$ cat config.mk
export PLATFORM = sky130hd
export DESIGN_NAME = div_share_ctrl
export DESIGN_NICKNAME = d
export VERILOG_FILES = /design/src/rtl/div_share_ctrl.sv
export SDC_FILE = /design/constraint.sdc
export NUM_CORES = 1
export LEC_CHECK = 0
export BUFFER_PORTS_ARGS = -buffer_cell sky130_fd_sc_hd__buf_2
export CAP_MARGIN = 20
export CORE_MARGIN = 10
export CORE_UTILIZATION = 51
export CTS_BUF_LIST = sky130_fd_sc_hd__clkbuf_8
export DETAILED_ROUTE_END_ITERATION = 10
export GPL_TIMING_DRIVEN = 0
export PLACE_DENSITY = 0.81
export SLEW_MARGIN = 20
export SYNTH_ARGS = -nofsm -noshare
export SYNTH_HDL_FRONTEND = slang
export SYNTH_SLANG_ARGS = --single-unit
$ cat constraint.sdc
create_clock -name clk -period 2.8 [get_ports clk]
set_input_delay 0.56 -clock clk [delete_from_list [all_inputs] [get_ports clk]]
set_output_delay 0.56 -clock clk [all_outputs]
set_load 0.005 [all_outputs]
$ cat src/rtl/div_share_ctrl.sv
// rtl/div_share_ctrl.sv - round-robin sequencer sharing one iterative divider among N requesters
module div_share_ctrl #(
  parameter int DW      = 4,
  parameter int N       = 4,
  parameter int TIMEOUT = 64
) (
  input  logic            clk,
  input  logic            rst,
  input  logic [N-1:0]    req,
  input  logic [N*DW-1:0] dividend_in,
  input  logic [N*DW-1:0] divisor_in,
  output logic [N-1:0]    ack,
  output logic [N-1:0]    done,
  output logic [DW-1:0]   rsp_quotient,
  output logic [DW-1:0]   rsp_remainder,
  output logic            rsp_err,
  output logic            rsp_dbz,
  output logic            busy,
  output logic            div_start,
  output logic [DW-1:0]   div_dividend,
  output logic [DW-1:0]   div_divisor,
  input  logic            div_ready,
  input  logic [DW-1:0]   div_quotient,
  input  logic [DW-1:0]   div_remainder
);

  localparam int PW = (N > 1) ? $clog2(N) : 1;
  localparam int TW = $clog2(TIMEOUT + 1);
  localparam logic [TW-1:0] TLAST = TW'(TIMEOUT - 1);

  typedef enum logic [1:0] {IDLE, ISSUE, WAIT, RESP} state_t;

  state_t        state, state_n;
  logic [PW-1:0] ptr, ptr_n;
  logic [PW-1:0] id, id_n;
  logic [TW-1:0] timer, timer_n;
  logic [N-1:0]  ack_n, done_n;
  logic [DW-1:0] q_n, r_n, dvd_n, dvs_n;
  logic          err_n, dbz_n, start_n, busy_n;

  logic [PW-1:0] win, cand;
  logic          found;
  logic [DW-1:0] sel_dvd, sel_dvs;

  // Round-robin search: first requesting index after ptr, wrapping modulo N
  always_comb begin
    win   = '0;
    cand  = '0;
    found = 1'b0;
    for (int k = 1; k <= N; k++) begin
      cand = PW'((int'(ptr) + k) % N);
      if (!found && req[cand]) begin
        found = 1'b1;
        win   = cand;
      end
    end
  end

  // Operand mux for the current winner
  always_comb begin
    sel_dvd = '0;
    sel_dvs = '0;
    for (int i = 0; i < N; i++) begin
      if (win == PW'(i)) begin
        sel_dvd = dividend_in[i*DW +: DW];
        sel_dvs = divisor_in[i*DW +: DW];
      end
    end
  end

  // Next-state and next-output logic; every output is registered below
  always_comb begin
    state_n = state;
    ptr_n   = ptr;
    id_n    = id;
    timer_n = timer;
    ack_n   = '0;
    done_n  = '0;
    start_n = 1'b0;
    q_n     = rsp_quotient;
    r_n     = rsp_remainder;
    err_n   = rsp_err;
    dbz_n   = rsp_dbz;
    dvd_n   = div_dividend;
    dvs_n   = div_divisor;
    case (state)
      IDLE: begin
        // Flags stay up through the done cycle and drop on the following edge
        err_n   = 1'b0;
        dbz_n   = 1'b0;
        timer_n = '0;
        if (found) begin
          id_n       = win;
          ptr_n      = win;
          ack_n[win] = 1'b1;
          dvd_n      = sel_dvd;
          dvs_n      = sel_dvs;
          if (sel_dvs == '0) begin
            state_n = RESP;
            dbz_n   = 1'b1;
            q_n     = '1;
            r_n     = sel_dvd;
          end else begin
            state_n = ISSUE;
            start_n = 1'b1;
          end
        end
      end
      ISSUE: begin
        timer_n = '0;
        state_n = WAIT;
      end
      WAIT: begin
        // timer==0 marks the first WAIT cycle, where a stale idle-ready is ignored
        if (timer != '0 && div_ready) begin
          q_n     = div_quotient;
          r_n     = div_remainder;
          err_n   = 1'b0;
          state_n = RESP;
        end else if (timer == TLAST) begin
          q_n     = '0;
          r_n     = '0;
          err_n   = 1'b1;
          state_n = RESP;
        end else begin
          timer_n = timer + 1'b1;
        end
      end
      RESP: begin
        done_n[id] = 1'b1;
        state_n    = IDLE;
      end
      default: state_n = IDLE;
    endcase
    busy_n = (state_n != IDLE);
  end

  // State and registered outputs
  always_ff @(posedge clk) begin
    if (rst) begin
      state         <= IDLE;
      ptr           <= PW'(N - 1);
      id            <= '0;
      timer         <= '0;
      ack           <= '0;
      done          <= '0;
      div_start     <= 1'b0;
      busy          <= 1'b0;
      rsp_err       <= 1'b0;
      rsp_dbz       <= 1'b0;
      rsp_quotient  <= '0;
      rsp_remainder <= '0;
      div_dividend  <= '0;
      div_divisor   <= '0;
    end else begin
      state         <= state_n;
      ptr           <= ptr_n;
      id            <= id_n;
      timer         <= timer_n;
      ack           <= ack_n;
      done          <= done_n;
      div_start     <= start_n;
      busy          <= busy_n;
      rsp_err       <= err_n;
      rsp_dbz       <= dbz_n;
      rsp_quotient  <= q_n;
      rsp_remainder <= r_n;
      div_dividend  <= dvd_n;
      div_divisor   <= dvs_n;
    end
  end

endmodule

Word-level counts from Yosys, hierarchy flattened
Index checks and enable logic that the tools add are counted.
{ "totals": {"register_bits": 41, "latch_bits": 0, "ramBits": 0, "mem_bits_ro": 0, "inputBits": 47, "mem_count": 0} }
{ "classes": {"add_sub_neg": 5, "n_mul": 0, "div": 0, "n_lt_le_gt_ge": 8, "eq_ne": 12, "shifts": 0, "mux": 51, "n_bitwise": 3, "reduce_logical": 23} }
{ "op_table": {"columns": ["operator", "count"], "rows": [
  ["$mux 4", 15],
  ["$lt 2x3->1 const B", 6],
  ["$mux 2", 8],
  ["$pmux 4 s2", 2],
  ["$mux 1", 15],
  ["$mux 7", 2],
  ["$pmux 7 s2", 1],
  ["$bmux 1 s2", 4],
  ["$eq 2x2->1 const B", 4],
  ["$ne 2x2->1 const B", 4],
  ["$pmux 2 s4", 1],
  ["$add 7x1->7 const B", 1],
  ["$eq 7x6->1 const B", 1],
  ["$reduce_bool 7->1", 1],
  ["$logic_and 1x1->1", 6],
  ["$reduce_bool 2->1", 3],
  ["$add 2x1->2 const B", 2],
  ["$add 2x2->2 const B", 2],
  ["$demux 1 s2", 2],
  ["$eq 2x1->1 const B", 2],
  ["$ge 2x1->1 const B", 2],
  ["$logic_not 2->1", 2],
  ["$logic_not 4->1", 1],
  ["$reduce_and 2->1", 2],
  ["other kinds (8)", 13]
]} }

Logic depth before layout (Yosys ltp)
Gate-level depths: netlist of the first run.
{ "logic_depth": {"word_depth": 23, "ltp_mapped": 9, "ltp_nobuf": 8} }

Worst setup path after synthesis of the first run
No wires, ideal clock.
{ "synth_path": {"path_kind": "input to register", "from": "in req[1]", "to": "reg rsp_quotient[0]", "setup_ns": 0.086, "t_arrival_ns": 2.122, "setup_slack_ns": 0.592, "cell_stages": 5, "path_buffers": 0, "path_cell_list": "a221o_1 -> a21oi_2 -> mux2i_2 -> a221oi_1 -> a211oi_1"} }
{ "synth_between": {"elab_chain_len": 20, "word_cells_on_any_way": 34} }
{ "synth_rtl": {"columns": ["element", "line", "rtl"], "rows": [
  ["start, declared", "9", "input logic [N-1:0] req,"],
  ["$bmux 1 s2", "52", "if (!found && req[cand]) begin"],
  ["$mux 1 (implied by the code)", "52", null],
  ["$mux 1", "52", null],
  ["$logic_not 1->1", "52", null],
  ["$logic_and 1x1->1", "52", null],
  ["$mux 1", "52", null],
  ["$logic_not 1->1", "52", null],
  ["$logic_and 1x1->1", "52", null],
  ["$mux 1", "52", null],
  ["$logic_not 1->1", "52", null],
  ["$logic_and 1x1->1", "52", null],
  ["$mux 2", "52", null],
  ["$logic_not 2->1", "64", "if (win == PW'(i)) begin"],
  ["$mux 4 (4 in series)", "64", null],
  ["$logic_not 4->1", "98", "if (sel_dvs == '0) begin"],
  ["$ne 2x2->1 (no source line)", null, null],
  ["$reduce_and 4->1 (no source line) (*)", null, null],
  ["end signal, assigned", "166", "rsp_quotient <= q_n;"],
  ["end, declared", "14", "output logic [DW-1:0] rsp_quotient,"]
]} }
Mark *: on every way between the ends. The rest lies on a longest branch, timed or not. The select of a mux whose other input is x is not followed.
A chain may end at the register's enable or synchronous reset.

Worst setup path after layout of the first run
{ "layout_path": {"from": "reg ptr[0]", "to": "reg rsp_quotient[1]"} }
{ "layout_between": {"elab_chain_len": 21, "word_cells_on_any_way": 38} }
{ "layout_rtl": {"columns": ["element", "line", "rtl"], "rows": [
  ["start, declared", "34", "logic [PW-1:0] ptr, ptr_n;"],
  ["start signal, assigned", "142", "ptr <= PW'(N - 1);"],
  ["start signal, assigned", "157", "ptr <= ptr_n;"],
  ["$add 2x1->2", "51", "cand = PW'((int'(ptr) + k) % N);"],
  ["$bmux 1 s2", "52", null],
  ["$mux 1 (implied by the code)", "52", null],
  ["$mux 1", "52", null],
  ["$logic_not 1->1", "52", null],
  ["$logic_and 1x1->1", "52", null],
  ["$mux 1", "52", null],
  ["$logic_not 1->1", "52", null],
  ["[... 2 more ...]", null, null],
  ["$logic_not 1->1", "52", null],
  ["$logic_and 1x1->1", "52", null],
  ["$mux 2", "52", null],
  ["$logic_not 2->1", "64", null],
  ["$mux 4 (4 in series)", "64", null],
  ["$logic_not 4->1", "98", null],
  ["$ne 2x2->1 (no source line)", null, null],
  ["$reduce_and 4->1 (no source line) (*)", null, null]
]} }
Marks and branches as above.

==> results of run 1 <==
==> area by class of cell <==
| type | count | share of cell area [%] |
|---|---|---|
| Timing Repair Buffer | 73 | 13.7 |
| Buffer | 13 | 2.20 |
| Clock inverter | 2 | 1.26 |
| Inverter | 8 | 1.12 |
| Sequential cell | 41 | 30.7 |
| Multi-Input combinational cell | 180 | 45.6 |
| Tap cell | 50 | 2.34 |
| Clock buffer | 6 | 3.09 |
==> cell families after synthesis <==
logic type	count (synthesis)
and+or+nand+nor	88
AOI/OAI and AO/OA	53
DFF	41
muxes	28
buffers and inverters	21
adders and majority gates	6
xor gates and xnor gates	5
==> stage by stage <==
step	hold slack, ps	utilization (%)	worst slack (ps)	total power [mW]	cell area (sq um)
after global routing	471	66.4	159	1.97	2670
after CTS	456	66.4	355	1.86	2670
after floorplan	427	-	592	1.17	2130
final	455	66.4	341	1.85	2670
after global placement	438	63.5	119	1.36	2560
after detailed placement	445	63.5	106	1.37	2560
==> power groups by stage <==
| stage | sequential (mW) | combinational, mW | clock [mW] |
|---|---|---|---|
| final | 0.717 | 0.643 | 0.486 |
| after global routing | 0.729 | 0.729 | 0.512 |
| after CTS | 0.717 | 0.649 | 0.492 |
| after detailed placement | 0.730 | 0.642 | 0 |
| after global placement | 0.727 | 0.629 | 0 |
| after floorplan | 0.730 | 0.442 | 0 |
==> flip-flops by register name (all words and copies together), names as in the netlist <==
| name | flops |
|---|---|
| rsp_err | 1 |
| ptr | 2 |
| id | 2 |
| div_dividend | 4 |
| rsp_remainder | 4 |
| div_start | 1 |
| ack | 4 |
| rsp_dbz | 1 |
| state | 2 |
| rsp_quotient | 4 |
| busy | 1 |
| done | 4 |
| div_divisor | 4 |
| timer | 7 |
==> per-layer routing <==
metal | part of all wire (%) | wire, um | GRT usage (%) | vias up
li1 | - | - | - | 1024
met1 | 42 | 2330 | 18.0 | 940
met2 | 49 | 2720 | 26.9 | 62
met3 | 6.9 | 380 | 5.22 | 8
met4 | 1.9 | 107 | 6.29 | 0
met5 | 0 | 0 | 0 | -
==> cells in the final DEF, fill, tap and decap left out, types with 7 or more instances in the layout <==
| cell type | Yosys | routed |
|---|---|---|
| nor4_1 | 7 | 7 |
| nor2_1 | 19 | 19 |
| o211ai_1 | 8 | 8 |
| buf_2 | 2 | 75 |
| nand2_1 | 38 | 38 |
| a21oi_1 | 15 | 15 |
| dfxtp_1 | 41 | 41 |
| mux2i_1 | 23 | 23 |
| clkbuf_1 | 10 | 10 |
| inv_1 | 7 | 8 |
==> worst max-delay path, delay by kind of cell, from the launching register on <==
| kind | cells | cell delay (ps) |
|---|---|---|
| AO/OA/AOI/OAI | 4 | 1280 |
| multiplexers | 1 | 650 |
| flip-flops | 1 | 380 |
| buffers and inverters | 1 | 60 |
==> how the worst min path moves through the flow <==
stage / end / slack [ps] / depth (start not counted)
floorplan: done[2]$_SDFF_PP0_ / 430 / 1
global placement: div_divisor[2]$_SDFFE_PP0P_ / 440 / 2
detailed placement: div_dividend[3]$_SDFFE_PP0P_ / 450 / 2
CTS: div_dividend[3]$_SDFFE_PP0P_ / 460 / 2
global route: div_divisor[0]$_SDFFE_PP0P_ / 470 / 2
finish: div_dividend[3]$_SDFFE_PP0P_ / 450 / 2
==> impl_metrics.py, run 1 <==
metrics = {
    "finish": {
        "layoutNonFillerInstCount": 373,
        "area_delta_synth_final_pct": 25.6,
        "nFillCells": 351,
        "drive_gt1_share_pct": 29.4,
        "multi_input_area_sq_um": 1220,
        "insertedDiodeCount": 0,
        "seqCellArea_sq_um": 821,
        "num-nets-final": 375,
    },
    "setup_path": {
        "slowest_delay_ps": 650,
        "cp_slowest_cell": "mux2i_2",
        "startpoint": "ptr[0]$_SDFFE_PP1P_",
        "r2r_end": "rsp_quotient[1]$_SDFFE_PP0P_",
        "ff2ff_setup_slack_ps": 340,
        "path_cells": "inv_1 > a221o_1 > a21oi_2 > mux2i_2 > a221oi_1 > a211oi_1",
        "path_class": "reg2reg",
        "reg2reg_depth": 6,
        "path_max_fanout": 9,
        "cp-start-kind": "flop",
        "r2r_start": "ptr[0]$_SDFFE_PP1P_",
        "cp-end-kind": "flop",
        "arrival_ps": 2670,
        "crit_end": "rsp_quotient[1]$_SDFFE_PP0P_",
        "crit_required_ps": 3010,
    },
    "hold_path": {
        "hp-class": "reg2reg",
        "hold_start": "div_dividend[3]$_SDFFE_PP0P_",
    },
    "placement": {
        "dp_hpwl_mm": 4.36,
        "port_buffers": 73,
        "dp_cells": 365,
        "globalplace.congestion": 0.834,
    },
    "pwr": {
        "leakagePower_nw": 1.23,
        "powerDensity_nw_per_um2": 691,
        "internal_power_mw": 1.23,
        "p_seq_share_pct": 38.8,
        "power.switching_uw": 620,
        "p_clk_share_pct": 26.3,
        "ir_worst_vdd_mv": 0.315,
        "power_frac_comb_pct": 34.8,
        "switching_share_pct": 33.6,
    },
    "yosys": {
        "async_flop_share_pct": 0,
        "synth.most_common_cell": "dfxtp_1",
        "synth_xor_area_share_pct": 2.06,
        "yosysSeqAreaShare_pct": 38.5,
        "synthesis.nets": 295,
        "netlist_instances": 242,
        "yosys_warnings": 0,
        "netlist.area_leader.share_pct": 38.5,
        "synth_simple_gate_area_share_pct": 19.3,
        "muxShareOfSynthArea_pct": 13.6,
        "synth_compound_area_share_pct": 18.8,
        "synthFlopType": "dfxtp_1",
        "synth_area_leaders": "dfxtp_1 (39%), mux2i_1 (11%), nand2_1 (6.7%)",
        "synth-edff-count": 0,
        "syn_area_sq_um": 2130,
        "synth_top_family_by_area": "simple AND/OR/NAND/NOR gates",
        "synth_adder_area_share_pct": 3.53,
        "yosys.area.top_type": "dfxtp_1",
        "ys_ff_latch": 41,
        "yosys-top-cells-count": "dfxtp_1 (41), nand2_1 (38), mux2i_1 (23)",
        "ys_types": 42,
        "avgSynthCellArea_sq_um": 8.80,
    },
    "die": {
        "start_util_pct": 52.9,
        "std_cell_rows": 23,
        "die_area_sq_um": 7160,
        "io_pins": 75,
        "die_h_um": 84.6,
        "core-area_sq_um": 4030,
        "die_x_um": 84.6,
    },
    "detailed_routing": {
        "drt_iter0_drc": 67,
        "wl_per_cell_um": 14.8,
        "drt_wl_total_mm": 5.54,
        "drc": 0,
        "via_count": 2034,
        "vias_per_cell": 5.45,
        "first_pass_iters": 4,
        "drtAntennaViolNets": 0,
    },
    "global_route": {
        "grtUsageTotal_pct": 15.9,
        "antenna_found_initial": 0,
        "grt_pass1_wl_mm": 9.67,
        "grt_max_degree": 13,
        "grt_overflow": 0,
        "grt_pass1_vias": 2105,
    },
    "timing": {
        "tns_ps": 0,
        "final.setup_skew_ps": 5.64,
        "period_share_pct": 87.8,
        "tightestPinTransition_ps": 637,
        "setup_viol_count_final": 0,
        "finalHoldViolCount": 0,
        "drv_slew": 0,
        "rsz0062_at_grt": "false",
        "period_needed_ps": 2460,
        "clock.fmax_mhz": 407,
        "slew_headroom_pct": 56.7,
    },
    "clock_tree": {
        "cts_made_buffers": 5,
        "htree_levels": 2,
        "cts.sink_count": 41,
        "clockBufferDepth": 2,
        "hold_buffers": 0,
        "clockRootBuffer": "clkbuf_8",
        "cts_resized": 0,
        "cts_setup_buffers": 0,
        "clk_latency_ps": 300,
        "clk_pin_slew_worst_paths_ps": 80,
        "cts_tree": "yes",
    },
    "status": {
        "status": "finished clean",
    },
    "job": {
        "cap_violations": 0,
    },
}
No activity file was read; power rests on OpenSTA's default activity.
==> run 2: changes to the inputs <==
--- a/config.mk
+++ b/config.mk
@@ -13,6 +13,7 @@
 export DETAILED_ROUTE_END_ITERATION = 10
 export GPL_TIMING_DRIVEN = 0
 export PLACE_DENSITY = 0.81
+export REMOVE_ABC_BUFFERS = 1
 export SLEW_MARGIN = 20
 export SYNTH_ARGS = -nofsm -noshare
 export SYNTH_HDL_FRONTEND = slang
==> impl_metrics.py, run 2 (synthesized netlist as in run 1, its figures left out) <==
metrics = {
    "status": {
        "status": "finished clean",
    },
    "pwr": {
        "p_seq_share_pct": 38.3,
        "leakagePower_nw": 1.24,
        "p_clk_share_pct": 26.0,
        "ir_worst_vdd_mv": 0.405,
        "internal_power_mw": 1.25,
        "powerDensity_nw_per_um2": 698,
        "switching_share_pct": 33.3,
        "power_frac_comb_pct": 35.7,
        "power.switching_uw": 623,
        "p_total_mw": 1.87,
    },
    "timing": {
        "drv_slew": 0,
        "tightestPinTransition_ps": 870,
        "slew_headroom_pct": 42.0,
        "period_needed_ps": 2550,
        "rsz0062_at_grt": "false",
        "setup_viol_count_final": 0,
        "finalHoldViolCount": 0,
        "tns_ps": 0,
        "final.setup_skew_ps": 10.0,
        "period_share_pct": 91.0,
        "clock.fmax_mhz": 393,
    },
    "die": {
        "io_pins": 75,
        "core-area_sq_um": 4030,
        "die_h_um": 84.6,
        "std_cell_rows": 23,
        "start_util_pct": 52.9,
        "die_area_sq_um": 7160,
        "die_x_um": 84.6,
    },
    "clock_tree": {
        "hold_buffers": 0,
        "cts_made_buffers": 5,
        "clk_latency_ps": 300,
        "cts_tree": "yes",
        "htree_levels": 2,
        "clk_pin_slew_worst_paths_ps": 80,
        "clockBufferDepth": 2,
        "cts.sink_count": 41,
        "clockRootBuffer": "clkbuf_8",
    },
    "global_route": {
        "grtUsageTotal_pct": 14.4,
        "grt_max_degree": 26,
        "antenna_found_initial": 0,
        "grt_overflow": 0,
        "grt_pass1_wl_mm": 8.87,
        "grt_pass1_vias": 1963,
    },
    "setup_path": {
        "crit_required_ps": 3010,
        "slowest_delay_ps": 430,
        "path_class": "reg2reg",
        "cp-end-kind": "flop",
        "cp-start-kind": "flop",
        "path_cells": "inv_1 > ha_1 > or4b_1 > o31a_1 > o21a_4 > o21a_4 > a22o_4 > a211oi_1",
        "worst_path_most_repeated_cell": "o21a_4",
        "cp_slowest_cell": "or4b_1",
        "path_max_fanout": 15,
        "arrival_ps": 2760,
    },
    "placement": {
        "port_buffers": 74,
        "globalplace.congestion": 0.865,
        "dp_hpwl_mm": 4.14,
    },
    "hold_path": {
        "hp-class": "reg2reg",
    },
    "detailed_routing": {
        "vias_per_cell": 5.31,
        "via_count": 1944,
        "drtAntennaViolNets": 0,
        "first_pass_iters": 4,
        "drc": 0,
        "drt_iter0_drc": 113,
        "drt_wl_total_mm": 5.35,
        "wl_per_cell_um": 14.6,
    },
    "finish": {
        "area_delta_synth_final_pct": 25.9,
        "largest_register": "timer",
        "largest_reg_flops": 7,
        "drive_gt1_share_pct": 31.0,
        "num-nets-final": 368,
        "final_cell_mix": "buf_2 (74), dfxtp_1 (41), nand2_1 (38), mux2i_1 (23), nor2_1 (19)",
        "insertedDiodeCount": 0,
        "final_common_cell": "buf_2",
    },
    "job": {
        "cap_violations": 0,
    },
}
-- run 2: cell types whose count changed in the layout (fill, tap and decap cells not counted) --
cell / previous run / this run
a211oi_4: 0 / 1
a211oi_2: 1 / 0
buf_2: 75 / 74
a21oi_4: 0 / 1
a21oi_2: 1 / 0
buf_4: 0 / 4
buf_8: 0 / 1
clkbuf_1: 10 / 0
buf_6: 1 / 0
-- run 2: path summary, 6_finish.rpt --
path | start | end | slack, ps | cells after the start
worst min-delay path | div_divisor[1]$_SDFFE_PP0P_ | div_divisor[1]$_SDFFE_PP0P_ | 460 | 2
worst min register to register | div_divisor[1]$_SDFFE_PP0P_ | div_divisor[1]$_SDFFE_PP0P_ | 460 | 2
worst max register to register | timer[0]$_SDFFE_PP0P_ | rsp_quotient[0]$_SDFFE_PP0P_ | 250 | 8
worst max-delay path | timer[0]$_SDFFE_PP0P_ | rsp_quotient[0]$_SDFFE_PP0P_ | 250 | 8
-- run 2: power by group through the flow --
stage / registers [mW] / clock network, mW / logic [mW]
floorplan: 0.730 / 0 / 0.425
global placement: 0.726 / 0 / 0.613
detailed placement: 0.729 / 0 / 0.646
CTS: 0.716 / 0.494 / 0.647
global route: 0.729 / 0.511 / 0.746
finish: 0.717 / 0.486 / 0.668
-- run 2: metal layers --
layer	share of wire, %	track usage [%]	vias up
met5	0	0	-
met4	2.0	6.44	0
met3	6.0	3.86	10
met2	49	24.8	54
met1	42	16.2	870
li1	-	-	1010
-- run 2: worst max-delay path: cells and delay by family (launching register included) --
family	cells	cell delay [ps]
AOI/OAI and AO/OA	5	1460
adders and majority gates	1	140
buffers and inverters	1	90
DFF	1	330
and+or+nand+nor	1	430
-- run 2: timing repair --
action,4_1_cts,5_1_grt
endpoints found under the setup margin,0,4
hold endpoints to repair,0,0
gates resized for setup,0,1
buffers inserted,0,4
-- run 2: through the flow --
step | util (%) | instance area, sq um | instances | hold slack (ps) | setup slack (ps)
after floorplan | - | 2070 | 229 | 427 | -245
after global placement | 62.1 | 2500 | 353 | 440 | -891
after detailed placement | 62.7 | 2530 | 354 | 447 | -139
after CTS | 65.6 | 2640 | 362 | 458 | 179
after global routing | 66.5 | 2680 | 366 | 475 | 86.4
final | 66.5 | 2680 | 366 | 456 | 253
-- run 2: layout make-up --
class	instances	area, sq um
Tap cell	50	62.6
Timing Repair Buffer	79	415
Clock inverter	2	33.8
Inverter	8	30.0
Multi-Input combinational cell	180	1230
Sequential cell	41	821
Fill cell	359	1350
Clock buffer	6	82.6
==> run 3: changes to the inputs <==
--- a/config.mk
+++ b/config.mk
@@ -5,7 +5,7 @@
 export SDC_FILE = /design/constraint.sdc
 export NUM_CORES = 1
 export LEC_CHECK = 0
-export BUFFER_PORTS_ARGS = -buffer_cell sky130_fd_sc_hd__buf_2
+export BUFFER_PORTS_ARGS = -buffer_cell sky130_fd_sc_hd__clkbuf_2
 export CAP_MARGIN = 20
 export CORE_MARGIN = 10
 export CORE_UTILIZATION = 51
==> impl_metrics.py, run 3 (synthesized netlist as in run 1, its figures left out) <==
metrics = {
    "status": {
        "status": "finished clean",
    },
    "global_route": {
        "grt_pass1_vias": 1980,
        "antenna_found_initial": 0,
        "grt_overflow": 0,
        "grtUsageTotal_pct": 14.7,
        "grt_pass1_wl_mm": 8.97,
        "grt_max_degree": 26,
    },
    "timing": {
        "tightestPinTransition_ps": 921,
        "slew_headroom_pct": 38.6,
        "setup_viol_count_final": 0,
        "worst_slack_ps": 240,
        "period_share_pct": 91.4,
        "whs_ps": 455,
        "finalHoldViolCount": 0,
        "clock.fmax_mhz": 391,
        "drv_slew": 0,
        "rsz0062_at_grt": "false",
        "final.setup_skew_ps": 10.3,
        "period_needed_ps": 2560,
    },
    "clock_tree": {
        "cts_made_buffers": 5,
        "clockBufferDepth": 2,
        "hold_buffers": 0,
        "clk_pin_slew_worst_paths_ps": 80,
        "clockRootBuffer": "clkbuf_8",
        "cts.sink_count": 41,
        "cts_setup_buffers": 0,
        "cts_tree": "yes",
        "clk_latency_ps": 290,
        "htree_levels": 2,
    },
    "detailed_routing": {
        "vias_per_cell": 5.40,
        "first_pass_iters": 4,
        "drt_iter0_drc": 130,
        "drc": 0,
        "wl_per_cell_um": 14.6,
        "drtAntennaViolNets": 0,
        "drt_wl_total_mm": 5.28,
        "via_count": 1951,
    },
    "pwr": {
        "ir_worst_vdd_mv": 0.334,
        "powerDensity_nw_per_um2": 686,
        "leakagePower_nw": 1.20,
    },
    "finish": {
        "largest_reg_flops": 7,
        "largest_register": "timer",
        "num-nets-final": 364,
        "final_cell_mix": "clkbuf_2 (74), dfxtp_1 (41), nand2_1 (38), mux2i_1 (23), nor2_1 (19)",
        "insertedDiodeCount": 0,
        "drive_gt1_share_pct": 30.2,
        "area_delta_synth_final_pct": 23.9,
        "final_common_cell": "clkbuf_2",
    },
    "die": {
        "die_x_um": 84.6,
        "core-area_sq_um": 4030,
        "std_cell_rows": 23,
        "io_pins": 75,
        "start_util_pct": 52.9,
        "die_h_um": 84.6,
        "die_area_sq_um": 7160,
    },
    "placement": {
        "place_ws_ps": -148,
        "dp_hpwl_mm": 4.11,
        "port_buffers": 74,
        "globalplace.congestion": 0.854,
    },
    "hold_path": {
        "hp-class": "reg2reg",
    },
    "job": {
        "cap_violations": 0,
    },
    "setup_path": {
        "ff2ff_setup_slack_ps": 260,
        "path_max_fanout": 13,
        "slowest_delay_ps": 580,
        "critPathBufInv": 2,
        "path_delay_family": "compound AO/OA/AOI/OAI gates",
        "path_cells": "clkbuf_2 > o21a_1 > a211oi_4 > buf_8 > mux2i_1 > mux2i_2 > a221oi_1 > a211oi_1",
        "arrival_ps": 2760,
        "cp-start-kind": "input port",
        "crit_required_ps": 3000,
        "path_class": "in2reg",
        "cp_slowest_cell": "a211oi_4",
        "cp-end-kind": "flop",
    },
}
## run 3: final cells by class
| class | count | area [sq um] |
|---|---|---|
| Clock buffer | 5 | 68.8 |
| Clock inverter | 2 | 35.0 |
| Fill cell | 378 | 1390 |
| Inverter | 8 | 30.0 |
| Multi-Input combinational cell | 180 | 1230 |
| Sequential cell | 41 | 821 |
| Tap cell | 50 | 62.6 |
| Timing Repair Buffer | 75 | 385 |
## run 3: report_power, final
group | internal (mW) | switching [mW]
clock network | 0.259 | 0.191
logic | 0.276 | 0.364
registers | 0.667 | 0.0529
## run 3: through the flow
| stage | util [%] | cells | total power, mW | TNS, ps | area [sq um] |
|---|---|---|---|---|---|
| after floorplan | - | 229 | 1.15 | -2250 | 2070 |
| final | 65.5 | 361 | 1.81 | 0 | 2640 |
| after global routing | 65.5 | 361 | 1.93 | 0 | 2640 |
| after CTS | 65.3 | 361 | 1.82 | 0 | 2630 |
| after global placement | 62.1 | 353 | 1.34 | -12380 | 2500 |
| after detailed placement | 62.7 | 354 | 1.37 | -741 | 2530 |
## run 3: metal layers
metal	vias up	track usage [%]	wire (um)	share of wire, %
met2	48	25.1	2690	51
li1	998	-	-	-
met3	7	4.35	258	4.9
met5	-	0	0	0
met1	898	16.6	2250	43
met4	0	6.14	81	1.5
## run 3: worst reg2reg max path, delay by kind of cell, from the launching register on
family,cells,cell delay [ps]
AO/OA/AOI/OAI,5,1470
AND/OR/NAND/NOR,1,430
flip-flops,1,330
adder cells (fa/ha/maj),1,140
buffers and inverters,1,90
## run 3: what timing repair did
| item | in CTS | in global routing |
|---|---|---|
| setup endpoints to repair | 0 | 4 |
| hold endpoints to repair | 0 | 0 |
| resized for setup | 0 | 1 |
## run 3: path summary, 6_finish.rpt
path,start,endpoint,depth (start not counted)
hold / removal,div_divisor[1]$_SDFFE_PP0P_,div_divisor[1]$_SDFFE_PP0P_,2
setup reg to reg,timer[0]$_SDFFE_PP0P_,rsp_quotient[0]$_SDFFE_PP0P_,8
hold reg to reg,div_divisor[1]$_SDFFE_PP0P_,div_divisor[1]$_SDFFE_PP0P_,2
setup / recovery,req[1],rsp_quotient[0]$_SDFFE_PP0P_,8
